--- src/rtl/fifo_head_ctrl.sv ---
`default_nettype none
// ============================================================================
// Module      : fifo_head_ctrl
// Description : Read-side controller for the 4-entry register FIFO. Owns the
//               head pointer, occupancy count and full/empty/valid status,
//               and accepts pop requests from the downstream consumer.
//
//   Ports
//     clk             clock, all state updates on the rising edge
//     rst             synchronous active-high reset
//     data_in_valid   producer write request (also drives the tail controller)
//     data_out_ready  consumer pop request
//     curr_head       index of the oldest entry (storage read address)
//     fifo_full       occupancy == DEPTH
//     fifo_empty      occupancy == 0
//     data_out_valid  entry at curr_head holds valid data
//     occupancy       number of valid entries, 0..DEPTH
//     err_overflow    sticky: write request seen while full
//     err_underflow   sticky: pop request seen while empty
//
//   Build option
//     FIFO_ERR_FLAG_EN  when defined, err_overflow/err_underflow are live
//                       sticky registers; otherwise they are tied to 0.
//
// Revision    : 1.0  initial release
// ============================================================================
module fifo_head_ctrl #(
    parameter int DEPTH = 4,
    parameter int PTR_W = 2,
    parameter int CNT_W = 3
) (
    input  logic             clk,
    input  logic             rst,
    input  logic             data_in_valid,
    input  logic             data_out_ready,
    output logic [PTR_W-1:0] curr_head,
    output logic             fifo_full,
    output logic             fifo_empty,
    output logic             data_out_valid,
    output logic [CNT_W-1:0] occupancy,
    output logic             err_overflow,
    output logic             err_underflow
);

    // State encoding
    localparam logic [1:0] S_EMPTY   = 2'd0;
    localparam logic [1:0] S_PARTIAL = 2'd1;
    localparam logic [1:0] S_FULL    = 2'd2;

    localparam logic [CNT_W-1:0] c_cnt_one    = CNT_W'(1);
    localparam logic [CNT_W-1:0] c_cnt_almost = CNT_W'(DEPTH - 1);
    localparam logic [PTR_W-1:0] c_ptr_one    = PTR_W'(1);

    logic [1:0]       r_state;
    logic [1:0]       w_state_nxt;
    logic [PTR_W-1:0] r_head;
    logic [PTR_W-1:0] w_head_nxt;
    logic [CNT_W-1:0] r_count;
    logic [CNT_W-1:0] w_count_nxt;

    logic w_is_full;
    logic w_is_empty;
    logic w_push;
    logic w_pop;

    // Status is decoded from the registered state only, so requests are
    // qualified against this cycle's status and there is no input-to-output
    // combinational path.
    assign w_is_full  = (r_state == S_FULL);
    assign w_is_empty = (r_state == S_EMPTY);
    assign w_push     = data_in_valid  & ~w_is_full;
    assign w_pop      = data_out_ready & ~w_is_empty;

    // ------------------------------------------------------------------------
    // State register
    // ------------------------------------------------------------------------
    always_ff @(posedge clk) begin
        if (rst) begin
            r_state <= S_EMPTY;
            r_head  <= '0;
            r_count <= '0;
        end else begin
            r_state <= w_state_nxt;
            r_head  <= w_head_nxt;
            r_count <= w_count_nxt;
        end
    end

    // ------------------------------------------------------------------------
    // Next-state, pointer and count logic
    // ------------------------------------------------------------------------
    always_comb begin
        w_state_nxt = r_state;
        w_head_nxt  = r_head;
        w_count_nxt = r_count;

        // Pointer wraps naturally at DEPTH because PTR_W = log2(DEPTH).
        if (w_pop) begin
            w_head_nxt = r_head + c_ptr_one;
        end

        // Push and pop together leave the count unchanged.
        if (w_push && !w_pop) begin
            w_count_nxt = r_count + c_cnt_one;
        end else if (w_pop && !w_push) begin
            w_count_nxt = r_count - c_cnt_one;
        end

        case (r_state)
            S_EMPTY: begin
                // A pop cannot be accepted here; any concurrent pop request
                // is ignored while the push goes through.
                if (w_push) begin
                    w_state_nxt = S_PARTIAL;
                end
            end
            S_PARTIAL: begin
                if (w_push && !w_pop && (r_count == c_cnt_almost)) begin
                    w_state_nxt = S_FULL;
                end else if (w_pop && !w_push && (r_count == c_cnt_one)) begin
                    w_state_nxt = S_EMPTY;
                end
            end
            S_FULL: begin
                // A concurrent push is already rejected by w_push.
                if (w_pop) begin
                    w_state_nxt = S_PARTIAL;
                end
            end
            default: begin
                // Unreachable encoding: fall back to a clean empty FIFO.
                w_state_nxt = S_EMPTY;
                w_head_nxt  = '0;
                w_count_nxt = '0;
            end
        endcase
    end

    // ------------------------------------------------------------------------
    // Outputs
    // ------------------------------------------------------------------------
    assign curr_head      = r_head;
    assign occupancy      = r_count;
    assign fifo_full      = w_is_full;
    assign fifo_empty     = w_is_empty;
    assign data_out_valid = ~w_is_empty;

    // ------------------------------------------------------------------------
    // Optional sticky error flags (observation only, never feed back)
    // ------------------------------------------------------------------------
`ifdef FIFO_ERR_FLAG_EN
    logic r_err_overflow;
    logic r_err_underflow;

    always_ff @(posedge clk) begin
        if (rst) begin
            r_err_overflow  <= 1'b0;
            r_err_underflow <= 1'b0;
        end else begin
            if (data_in_valid && w_is_full) begin
                r_err_overflow <= 1'b1;
            end
            if (data_out_ready && w_is_empty) begin
                r_err_underflow <= 1'b1;
            end
        end
    end

    assign err_overflow  = r_err_overflow;
    assign err_underflow = r_err_underflow;
`else
    assign err_overflow  = 1'b0;
    assign err_underflow = 1'b0;
`endif

endmodule
`default_nettype wire

--- config.mk ---
export PLATFORM = sky130hd
export DESIGN_NAME = fifo_head_ctrl
export DESIGN_NICKNAME = d
export VERILOG_FILES = /design/src/rtl/fifo_head_ctrl.sv
export SDC_FILE = /design/constraint.sdc
export NUM_CORES = 1
export LEC_CHECK = 0
export ABC_AREA = 1
export CORE_AREA = 2 2 39 41
export DETAILED_ROUTE_END_ITERATION = 8
export DIE_AREA = 0 0 41 43
export PLACE_DENSITY = 0.63
export SLEW_MARGIN = 15
export SYNTH_ARGS = -nofsm -noshare
export SYNTH_HDL_FRONTEND = slang
export SYNTH_SLANG_ARGS = --single-unit
--- constraint.sdc ---
create_clock -name clk -period 1.5 [get_ports clk]
set_input_delay 0.3 -clock clk [delete_from_list [all_inputs] [get_ports clk]]
set_output_delay 0.3 -clock clk [all_outputs]
set_load 0.02 [all_outputs]
# Word level (Yosys, flattened, before mapping)
# Cells that the tools add are included.
# totals
input_bits,4
output_inout_bits,10
regBits,7
elab_cells,36
# classes
n_addsub,3
reduce_logical,11
n_bitwise,5
muxes,7
n_eq_ne,7
# op_table
op,n
two-way mux 2 bit,4
two-way mux 3 bit,2
case mux 2 bit (3 select lines),1
logical AND 1 bit,4
"!= test 2 x 1 -> 1 bit, second input constant",2
"adder 3 x 1 -> 3 bit, second input constant",1
"== test 3 x 1 -> 1 bit, second input constant",1
"== test 3 x 2 -> 1 bit, second input constant",1
"!= test 3 bit, second input constant",1
NOT 1 bit,3
AND reduction 3 bit,1
OR reduction 3 bit,1
"subtractor 3 x 1 -> 3 bit, second input constant",1
"adder 2 x 1 -> 2 bit, second input constant",1
bitwise AND 1 bit,2
"== test 2 x 1 -> 1 bit, second input constant",1
"== test 2 bit, second input constant",1
zero test 1 bit,2
zero test 2 bit,1
nonzero test 2 bit,1
OR reduction 2 bit,1

# Longest topological paths before layout
# depth
depth_word,9
ltp_mapped,10

# Least setup slack after synthesis
# OpenSTA, ideal clock, no wires.
# synth_path
kind,register to register
start,register r_state[1]
end,"register r_count[0], in the netlist occupancy[0]"
setup_slack_ns,-0.061
arrival_time_ns,1.446
path_stages_with_launch,8
setup_time_ns,0.116
n_path_buf,0
cell_sequence,dfxtp_1 inv_1 nor2_1 nor2_1 ha_1 inv_1 nand2_1 and3_1
# synth_between
elab_chain_len,6
word_cells_on_any_way,16
# synth_lines
element,line,rtl
from (decl),54,logic [1:0] r_state;
from (signal assigned),83,r_state <= w_state_nxt;
== test 2 bit *,69,assign w_is_full = (r_state == S_FULL);
named net fifo_full,37,"output logic fifo_full,"
NOT 1 bit,71,assign w_push = data_in_valid & ~w_is_full;
bitwise AND 1 bit,71,
zero test 1 bit,105,end else if (w_pop && !w_push) begin
logical AND 1 bit,105,
nonzero test 2 bit (no line),-,
to (signal assigned),85,r_count <= w_count_nxt;
to (decl),58,logic [CNT_W-1:0] r_count;
# Mark *: on every way through the listed nets, which the timed path passes. The rest lies on a longest branch.
# A chain may end at the register's enable or synchronous reset.

# Worst setup path in the final report
# layout_path
start,"register r_head[1], in the netlist curr_head[1]"
end,output curr_head[1]
# layout_rtl
element,line,rtl
from (decl),56,logic [PTR_W-1:0] r_head;
from (signal assigned),84,r_head <= w_head_nxt;
to (decl),36,"output logic [PTR_W-1:0] curr_head,"
# No word-level cell between the ends.

==> run_results.csv <==
group,metric,value,unit
logic_synthesis,synth_adder_area_share,0.158,
logic_synthesis,synth-seq-area-share,0.296,
setup_path,cell_with_the_biggest_individual_delay_on_the_critical_path,"clkdlybuf4s50_1",
setup_path,path_cells,"clkdlybuf4s50_1",
clock_network,h_tree_depth,1,
logic_synthesis,synth-warning-count,0,
clock_network,tritoncts_num_sinks,7,
placement,total_half_perimeter_wirelength_after_legalization_and_detailed_placement,683,µm
flow_run,maxCapViolations,0,
layout,final_design_area_no_fill,676,µm²
logic_synthesis,synth-compound-area-share,0.0844,
clock_network,cts-root-buf,"clkbuf_4",
setup_path,critPathMaxStageDelay,0.60,ns
detailed_routing,wirelength,867,µm
logic_synthesis,mappedNetlistArea,474,µm²
setup_path,cp.required,1.20,ns
setup_path,path_type_of_the_worst_setup_path,"flop to output pin",
logic_synthesis,synth_most_common_cell,"inv_1",
detailed_routing,num_vias,454,
detailed_routing,detailedRoute.firstPassIterationCount,3,
layout,final_core_utilization,0.488,
sta,whs,0.462,ns
detailed_routing,number_of_vias_per_cell_after_detailed_routing,4.28,
floorplan,die_y,43,µm
placement,gp_congestion,0.770,
pwr,totalPowerFinal,0.581,mW
clock_network,numCtsBuffers,3,
sta,period_share,0.975,
layout,non_filler_instance_count_after_layout,106,
logic_synthesis,netlist.top_cell.by_area,"dfxtp_1",
logic_synthesis,post_synth_mux_area_share,0,
global_routing,grt_use_total,0.127,
status,run_status,"finished clean",
logic_synthesis,ys.flop_type,"dfxtp_1",
setup_path,critical_path.endpoint_type,"output pin",
sta,maxClockFrequency,684,MHz
logic_synthesis,post_synthesis_share_of_cell_area_spent_on_and_or_nand_and_nor_gates,0.269,
sta,final.setup.tns,0,ns
sta,unrepaired_setup_endpoints_after_global_routing,"true",
logic_synthesis,ys_ff_latch,7,
clock_network,worst_skew_pair.late_latency,0.24,ns
pwr,powerDensity,861,nW/µm²
global_routing,first_global_vias,395,
floorplan,core_area,1380,µm²
layout,num-nets-final,101,
pwr,max-vdd-ir-drop,0.468,mV
logic_synthesis,synth_area_leaders,"dfxtp_1, ha_1, inv_1, nand2_1, nand3_1",
clock_network,clkSlewWorstSetupHoldPaths,0.05,ns
setup_path,crit_path_start_kind,"flop",
setup_path,worstPathArrival,1.16,ns
detailed_routing,initialDrtViolationCount,5,
logic_synthesis,synth.lib_cells_used.distinct,16,
logic_synthesis,postSynth.asyncResetShare,0,
floorplan,fp.dieArea,1760,µm²
floorplan,fp_rows,14,
logic_synthesis,xor_xnor_share_of_the_synthesized_area,0.0185,
placement,placement.io_buffers,11,
clock_network,cts-root-to-sink-buffers,2,
setup_path,critPathBufInv,1,
floorplan,start_util,0.343,
logic_synthesis,synthCells,70,
floorplan,io-pin-count,14,
sta,finalWorstPathRequiredPeriod,1.46,ns
global_routing,initial_antenna_violation_count,0,
layout,post_synthesis_to_final_layout_area_growth,42.5,%
detailed_routing,drt_drc_violations_left,0,
sta,final-max-slew-violation-count,0,
sta,setup_viol,0,
global_routing,grt_start_max_net_pins,7,
placement,numPlacedInstances,102,
placement,dp_slack,-0.266,ns
logic_synthesis,dominant_combinational_cell_family_by_area_after_synthesis,"simple AND/OR/NAND/NOR gates",
floorplan,horizontal_die_dimension,41,µm
sta,post-route-worst-setup-slack,0.0380,ns
logic_synthesis,synthDominantCellAreaShare,0.296,
pwr,power.static_leakage,0.361,nW
global_routing,globalRouteOverflowTotal,0,
placement,place_area,641,µm²
sta,clock-skew-final,0.000404,ns
setup_path,critPathTopFamily,"buffers and inverters",
setup_path,cp_max_fo,2,
sta,final-hold-violation-count,0,
detailed_routing,detail_route.wl_per_cell,8.18,µm
logic_synthesis,synth_area_per_cell,6.77,µm²
clock_network,tritoncts,"done",
hold_path,hold_class,"flop to flop",
logic_synthesis,synth_top_cells_by_count,"inv_1, nand2_1, nor2_1",
logic_synthesis,synth_enable_flop_cells,0,
global_routing,global_route_wire_length_before_repair,1530,µm
layout,insertedDiodeCount,0,
layout,post_route_cells_drive_above_1_share,0.222,
detailed_routing,drtAntennaViolNets,0,
-- cell families (layout without fill, tap and decap cells) --
kind of cell	count (synthesis)	in the layout
AND/OR/NAND/NOR	28	28
buffers and inverters	19	38
AO/OA/AOI/OAI	8	8
flip-flops	7	7
adder cells (fa/ha/maj)	6	6
other	1	2
XOR/XNOR	1	1
-- cell type report --
cell class / instances / area [µm²]
fillers: 146 / 708
multi-input cells: 45 / 282
repair buffers: 17 / 143
flip-flops and latches: 7 / 141
inverters: 17 / 63.8
clock buffers: 4 / 26.3
well taps: 16 / 20.0
-- state kept, by name, summed over array words and instances (netlist names) --
name and cells:
curr_head 2, occupancy 3, r_state 2
-- layer usage --
| metal | GRT usage | wire, µm | vias up |
|---|---|---|---|
| li1 | - | - | 247 |
| met1 | 0.179 | 416 | 196 |
| met2 | 0.166 | 403 | 9 |
| met3 | 0.0157 | 39 | 2 |
| met4 | 0.100 | 8 | 0 |
| met5 | 0 | 0 | - |
-- timing repair --
item / CTS / global route
setup buffers: 0 / 0
pin swaps: 0 / 1
hold endpoints to repair: 0 / 0
resized for setup: 9 / 9
hold buffers: 0 / 0
setup endpoints to repair: 7 / 5
cloned: 0 / 0
-- cell usage in the layout, fill, tap and decap left out --
| cell type | n |
|---|---|
| nor2_1 | 6 |
| ha_4 | 1 |
| dfxtp_2 | 1 |
| inv_2 | 3 |
| conb_1 | 2 |
| nor2_2 | 2 |
| dfxtp_1 | 6 |
| clkbuf_4 | 3 |
| clkbuf_2 | 1 |
| inv_1 | 14 |
| clkbuf_1 | 1 |
| xor2_1 | 1 |
| nand2_1 | 10 |
| nand2_2 | 1 |
| nand3_1 | 6 |
| a21oi_1 | 4 |
| clkdlybuf4s50_1 | 4 |
| ha_1 | 5 |
| o21ai_1 | 2 |
| o21ai_0 | 2 |
| dlygate4sd2_1 | 6 |
| nor2_4 | 2 |
| buf_4 | 6 |
| and3_1 | 1 |
-- worst paths after layout --
kind | start | to | slack [ns] | cells past startpoint
setup / recovery | curr_head[1] | curr_head[1] | 0.04 | 1
hold / removal | curr_head[0] | curr_head[0] | 0.46 | 1
setup reg to reg | r_state[0] | occupancy[2] | 0.21 | 8
hold reg to reg | curr_head[0] | curr_head[0] | 0.46 | 1
-- where the power goes --
part | leakage, nW | switching [mW] | internal, mW
Clock | 0.0150 | 0.0643 | 0.101
Combinational | 0.288 | 0.109 | 0.0870
Sequential | 0.0579 | 0.0154 | 0.204
Total | 0.361 | 0.189 | 0.392
Note: power is estimated with default switching activity, not from simulation.
